`src/rtl/sevenseg_word_sequencer_if.sv`:
```
// sevenseg_word_sequencer_if: host-side write/control/status bus and segment pins of the word sequencer.
interface sevenseg_word_sequencer_if #(
    parameter int AW = 3
);
    logic          wr_en;
    logic [AW-1:0] wr_addr;
    logic [6:0]    wr_data;
    logic [AW:0]   len;
    logic          loop;
    logic          start;
    logic          stop;
    logic          busy;
    logic          done;
    logic [AW-1:0] char_idx;
    logic          a, b, c, d, e, f, g;

    modport master (
        output wr_en, wr_addr, wr_data, len, loop, start, stop,
        input  busy, done, char_idx, a, b, c, d, e, f, g
    );

    modport slave (
        input  wr_en, wr_addr, wr_data, len, loop, start, stop,
        output busy, done, char_idx, a, b, c, d, e, f, g
    );
endinterface

```
`src/rtl/sevenseg_word_sequencer.sv`:
```
// sevenseg_word_sequencer: plays a buffered word of raw active-low 7-segment patterns one character at a time.
module sevenseg_word_sequencer #(
    parameter int         MAX_CHARS = 8,
    parameter int         DWELL     = 12000000,
    parameter int         GAP       = 1200000,
    parameter logic [6:0] BLANK     = 7'b1111111
) (
    input logic clk,
    input logic rst,
    sevenseg_word_sequencer_if.slave bus
);
    localparam int AW = MAX_CHARS > 1 ? $clog2(MAX_CHARS) : 1;
    localparam int MX = DWELL > GAP ? DWELL : GAP;
    localparam int CW = MX > 2 ? $clog2(MX) : 1;
    localparam logic [1:0] S_IDLE = 2'd0, S_SHOW = 2'd1, S_GAP = 2'd2;

    logic [6:0]    mem [MAX_CHARS];
    logic [1:0]    state;
    logic [CW-1:0] cnt;
    logic [AW-1:0] idx;
    logic [AW:0]   lat_len;
    logic          lat_loop, done_r, last, dwell_end, gap_end, ok_len, step, fin;

    assign last      = {1'b0, idx} == lat_len - 1'b1;
    assign dwell_end = cnt == CW'(DWELL - 1);
    assign gap_end   = cnt == CW'(GAP - 1);
    assign ok_len    = bus.len != '0 && bus.len <= (AW+1)'(MAX_CHARS);
    // step marks the end of one character's slot (dwell plus optional gap)
    assign step      = (state == S_SHOW && dwell_end && GAP == 0) || (state == S_GAP && gap_end);
    assign fin       = last && !lat_loop;

    always_ff @(posedge clk) begin
        if (bus.wr_en && {1'b0, bus.wr_addr} < (AW+1)'(MAX_CHARS))
            mem[bus.wr_addr] <= bus.wr_data;
    end

    always_ff @(posedge clk) begin
        if (rst) begin
            state    <= S_IDLE;
            cnt      <= '0;
            idx      <= '0;
            lat_len  <= '0;
            lat_loop <= 1'b0;
            done_r   <= 1'b0;
        end else begin
            done_r <= 1'b0;
            if (bus.stop) begin
                state <= S_IDLE;
                cnt   <= '0;
                idx   <= '0;
            end else if (state == S_IDLE) begin
                if (bus.start && ok_len) begin
                    state    <= S_SHOW;
                    cnt      <= '0;
                    idx      <= '0;
                    lat_len  <= bus.len;
                    lat_loop <= bus.loop;
                end
            end else if (step) begin
                cnt    <= '0;
                state  <= fin ? S_IDLE : S_SHOW;
                idx    <= last ? '0 : idx + 1'b1;
                done_r <= fin;
            end else if (state == S_SHOW && dwell_end) begin
                cnt   <= '0;
                state <= S_GAP;
            end else begin
                cnt <= cnt + 1'b1;
            end
        end
    end

    assign bus.busy     = state != S_IDLE;
    assign bus.done     = done_r;
    assign bus.char_idx = idx;
    assign {bus.a, bus.b, bus.c, bus.d, bus.e, bus.f, bus.g} = state == S_SHOW ? mem[idx] : BLANK;
endmodule

```
`src/flat_wrapper.sv`:
```
// flat-port wrapper written by rule: the top's interface ports become plain ports
module sevenseg_word_sequencer_flat 
#(
    parameter int         MAX_CHARS = 8,
    parameter int         DWELL     = 12000000,
    parameter int         GAP       = 1200000,
    parameter logic [6:0] BLANK     = 7'b1111111
)
  (clk, rst, bus_wr_en, bus_wr_addr, bus_wr_data, bus_len, bus_loop, bus_start, bus_stop, bus_busy, bus_done, bus_char_idx, bus_a, bus_b, bus_c, bus_d, bus_e, bus_f, bus_g);
  sevenseg_word_sequencer_if #(.AW(3)) bus_i ();
  input logic clk;
  input logic rst;
  input wire logic [$bits(bus_i.wr_en)-1:0] bus_wr_en;
  input wire logic [$bits(bus_i.wr_addr)-1:0] bus_wr_addr;
  input wire logic [$bits(bus_i.wr_data)-1:0] bus_wr_data;
  input wire logic [$bits(bus_i.len)-1:0] bus_len;
  input wire logic [$bits(bus_i.loop)-1:0] bus_loop;
  input wire logic [$bits(bus_i.start)-1:0] bus_start;
  input wire logic [$bits(bus_i.stop)-1:0] bus_stop;
  output wire logic [$bits(bus_i.busy)-1:0] bus_busy;
  output wire logic [$bits(bus_i.done)-1:0] bus_done;
  output wire logic [$bits(bus_i.char_idx)-1:0] bus_char_idx;
  output wire logic [$bits(bus_i.a)-1:0] bus_a;
  output wire logic [$bits(bus_i.b)-1:0] bus_b;
  output wire logic [$bits(bus_i.c)-1:0] bus_c;
  output wire logic [$bits(bus_i.d)-1:0] bus_d;
  output wire logic [$bits(bus_i.e)-1:0] bus_e;
  output wire logic [$bits(bus_i.f)-1:0] bus_f;
  output wire logic [$bits(bus_i.g)-1:0] bus_g;
  assign bus_i.wr_en = bus_wr_en;
  assign bus_i.wr_addr = bus_wr_addr;
  assign bus_i.wr_data = bus_wr_data;
  assign bus_i.len = bus_len;
  assign bus_i.loop = bus_loop;
  assign bus_i.start = bus_start;
  assign bus_i.stop = bus_stop;
  assign bus_busy = bus_i.busy;
  assign bus_done = bus_i.done;
  assign bus_char_idx = bus_i.char_idx;
  assign bus_a = bus_i.a;
  assign bus_b = bus_i.b;
  assign bus_c = bus_i.c;
  assign bus_d = bus_i.d;
  assign bus_e = bus_i.e;
  assign bus_f = bus_i.f;
  assign bus_g = bus_i.g;
  sevenseg_word_sequencer #(.MAX_CHARS(MAX_CHARS), .DWELL(DWELL), .GAP(GAP), .BLANK(BLANK)) u_core (.clk(clk), .rst(rst), .bus(bus_i));
endmodule
```
`config.mk`:
```
export PLATFORM = sky130hd
export DESIGN_NAME = sevenseg_word_sequencer_flat
export DESIGN_NICKNAME = d
export VERILOG_FILES = /design/src/rtl/sevenseg_word_sequencer_if.sv /design/src/rtl/sevenseg_word_sequencer.sv /design/src/flat_wrapper.sv
export SDC_FILE = /design/constraint.sdc
export NUM_CORES = 1
export LEC_CHECK = 0
export BUFFER_PORTS_ARGS = -buffer_cell sky130_fd_sc_hd__buf_2
export CORE_MARGIN = 2
export CORE_UTILIZATION = 25
export CTS_CLUSTER_SIZE = 40
export DETAILED_ROUTE_END_ITERATION = 7
export PLACE_DENSITY = 0.49
export SYNTH_ARGS = -nofsm -noshare
export SYNTH_HDL_FRONTEND = slang
export SYNTH_SLANG_ARGS = --single-unit
```
`constraint.sdc`:
```
create_clock -name clk -period 3.05 [get_ports clk]
set_input_delay 0.1525 -clock clk [delete_from_list [all_inputs] [get_ports clk]]
set_output_delay 0.1525 -clock clk [all_outputs]
set_load 0.02 [all_outputs]
```
==> results.md <==
- Status: completed
- Synth top area cells: edfxtp_1 41%, dfxtp_1 18%, mux4_2 7.6%
- Die area: about 18,000 sq um
- Post-synthesis cell count: about 310
- PD cells: 542 nW/um^2
- P&R area growth vs syn: 16.7%
- Clock period minus worst slack: between 2 and 2.5 ns
- Clock power share: approximately 43%
- Via density: ~4.4
- Largest family of logic cells by synthesized area: simple AND/OR/NAND/NOR gates
- Crit path launch type: flop
- Post-DP HPWL: roughly 5.7 mm
- Final cell count without fillers: 570
- Crit path capture type: output pin
- CP required: about 2.9 ns
- Final period utilization: roughly 69%
- Fill count: 1,702
- Number of synthesized flops with an enable pin: 56
- Final setup vio count: 0
- IO Port Bufs: 31
- Antenna viol nets, final: 0
- Kind of critical path: flop to output pin
- Adder-Cell Fraction of Synth Area: less than 1%
- Total wire length: ~8.4 mm
- Reg power frac: roughly 53%
- Die X: 132 microns
- Sequential element share of the synthesized area: 59.2%
- Netlist cell types: 53
- Synth area leader: edfxtp_1
- Vias in the first global route: between 2,000 and 3,000
- Total chip power: 2.61 mW
- Worst skew pair latency: ~0.34 ns
- Max rail drop VDD: 0.287 mV
- Number of remaining DRC errors: 0
- Fin Clk Skew: 0.00210 ns
- Most used DFF post-synth: edfxtp_1
- Arr. time, crit path: just under 2 ns
- Fmax: roughly 470 MHz
- Initial core utilization: ~26%
- Max_slew headroom: 37.9%
- Syn_area_per_cell: 13.2 sq um
- Post-Syn Area: roughly 4100 sq um
- Most common cell after layout, fill and taps aside: edfxtp_1
- DRT iter0 DRCs: roughly 80
- Worst-case clock buffer depth: 2
- Die height: approximately 130 microns
- Placed cell area: between 4000 and 5000 sq um
- Share of cells above drive strength 1: ~23%
- First-pass DRT Iterations: 4
- Sw Pwr: 0.555 mW
- Initial antenna violation count: 0
- Setup TNS: 0 ns
- Clock sink count: 94
- Final core occ: between 30% and 40%
- Hold Path Class: input port to flop
- Worst Max-Slew Pin Slew: 0.924 ns
- Hold-fix buffers, CTS: 0
- Total GRT Usage: under 10%
- Most frequent cells in the layout: 56 x edfxtp_1, 39 x nor2_1, 38 x dfxtp_1, 31 x buf_2, 19 x xor2_1
- Max-cap viol count: 0
- Synth Area in Compound Gates: between 3 and 4%
- Final WS setup: ~0.94 ns
- Post-CTS Setup Bufs: 0
- Worst Path Buf+Inv: 1
- CTS resizes: 0
- Worst path cell trace: mux4_2 -> mux2i_1 -> nand2_1 -> buf_2
- Worst-path fanout max: 14
- Post-synthesis xor/xnor area fraction: roughly 5%
- Htree depth: 3
- Vias: around 2,500
- Multi-input logic area: around 1600 sq um
- # placed instances: around 550
- Largest net degree at the start of global routing: 24
- Yosys reg bits: between 90 and 100
- Fin nets: 372
- WHS: around 0.078 ns
- Rows: 46
- Place WS: 0.947 ns
- Total core area: between 15,000 and 20,000 sq um
- Drt wl/cell: 14.7 microns
- First-pass GRT wire length: 13.5 mm
- Fin. max-slew vios: 0
- Gr ovfl total: 0
- Synth top area share: 40.8%
- Crit-path leading delay family: flip-flops
- Slowest CP cell: dfxtp_1
- Max stage delay on crit path: 0.80 ns
- TritonCTS buffer count: 9
- Fin. Hold Viols: 0
- ANT cells: 0
- Synth Area in Simple Gates: 17.6%
- RSZ-0062 raised after global routing: false
- Cell area after layout: slightly below 5000 sq um
- Worst-path clk slew: 0.06 ns
- Async set-reset flop share out of synthesis: 0%
- Leakage Power: about 1.5 nW
- Combinational power share: approximately 4%
- Switching share of power: a little over a fifth
- Internal power: ~2 mW
- RePlAce Congestion: 0.755
- Clock root buffer: clkbuf_16
- Sequential standard cell area: around 2400 sq um
- Ys Warns: 0
- Post-synthesis mux area share: 10.8%
- Synth Net Count: around 340
- Ports: 32
- TritonCTS clock tree: done
- R2r setup slk: slightly above 1 ns
## metal layers
metal | part of all wire (%) | track usage [%] | vias up | routed length [microns]
met5 | 0 | 0 | - | 0
met3 | 4.3 | 3.26 | 8 | 364
met2 | 47 | 15.7 | 48 | 3900
li1 | - | - | 1249 | -
met4 | 1.0 | 2.69 | 0 | 85
met1 | 48 | 13.1 | 1227 | 4040
## area by class of cell
type	count	share of cell area, %
Inverter	7	0.546
Clock inverter	6	1.46
Timing Repair Buffer	37	4.16
Sequential cell	94	50.7
Multi-Input combinational cell	200	32.7
Clock buffer	10	4.76
Tap cell	216	5.61
## worst min-delay path, delay by kind of cell
| kind | cells | cell delay, ns |
|---|---|---|
| buf+inv | 1 | 0.09 |
| mux | 1 | 0.06 |
| simple gates | 1 | 0.08 |
## synth_stat cells (all sizes together) (7+ instances only)
master	number
inv	7
nand2	17
nand3	11
mux4	14
dfxtp	38
nor2	39
nand4	17
xor2	19
edfxtp	56
buf	7
nor3	8
mux2i	13
## cells by family (layout without fill, tap and decap cells)
kind of cell,Yosys count,in the layout
xor+xnor,24,24
buf+inv,19,60
flops,94,94
simple gates,125,125
mux,27,27
compound gates,21,21
fa+ha+maj,3,3
## flip-flops by register name, summed over array words and instances (netlist names), named ones only
| register | flops |
|---|---|
| u_core.bus.done | 1 |
| u_core.mem | 56 |
| u_core.state | 2 |
| u_core.lat_loop | 1 |
| u_core.lat_len | 4 |
| u_core.bus.char_idx | 3 |
| u_core.cnt | 24 |
## final timing paths
kind / start / endpoint / depth (start not counted)
worst min register to register: u_core.lat_loop / u_core.bus.done / 1
worst min-delay path: bus_loop / u_core.lat_loop / 3
worst max register to register: u_core.cnt[15] / u_core.cnt[18] / 6
worst max-delay path: flop / bus_e / 4
## power by group through the flow
stage / registers, mW / logic, mW / clock network, mW
finish: 1.38 / 0.104 / 1.12
global route: 1.38 / 0.116 / 1.20
CTS: 1.38 / 0.107 / 1.14
detailed placement: 1.41 / 0.106 / 0
global placement: 1.41 / 0.103 / 0
floorplan: 1.41 / 0.0665 / 0
No activity file was read; power rests on OpenSTA's default activity.
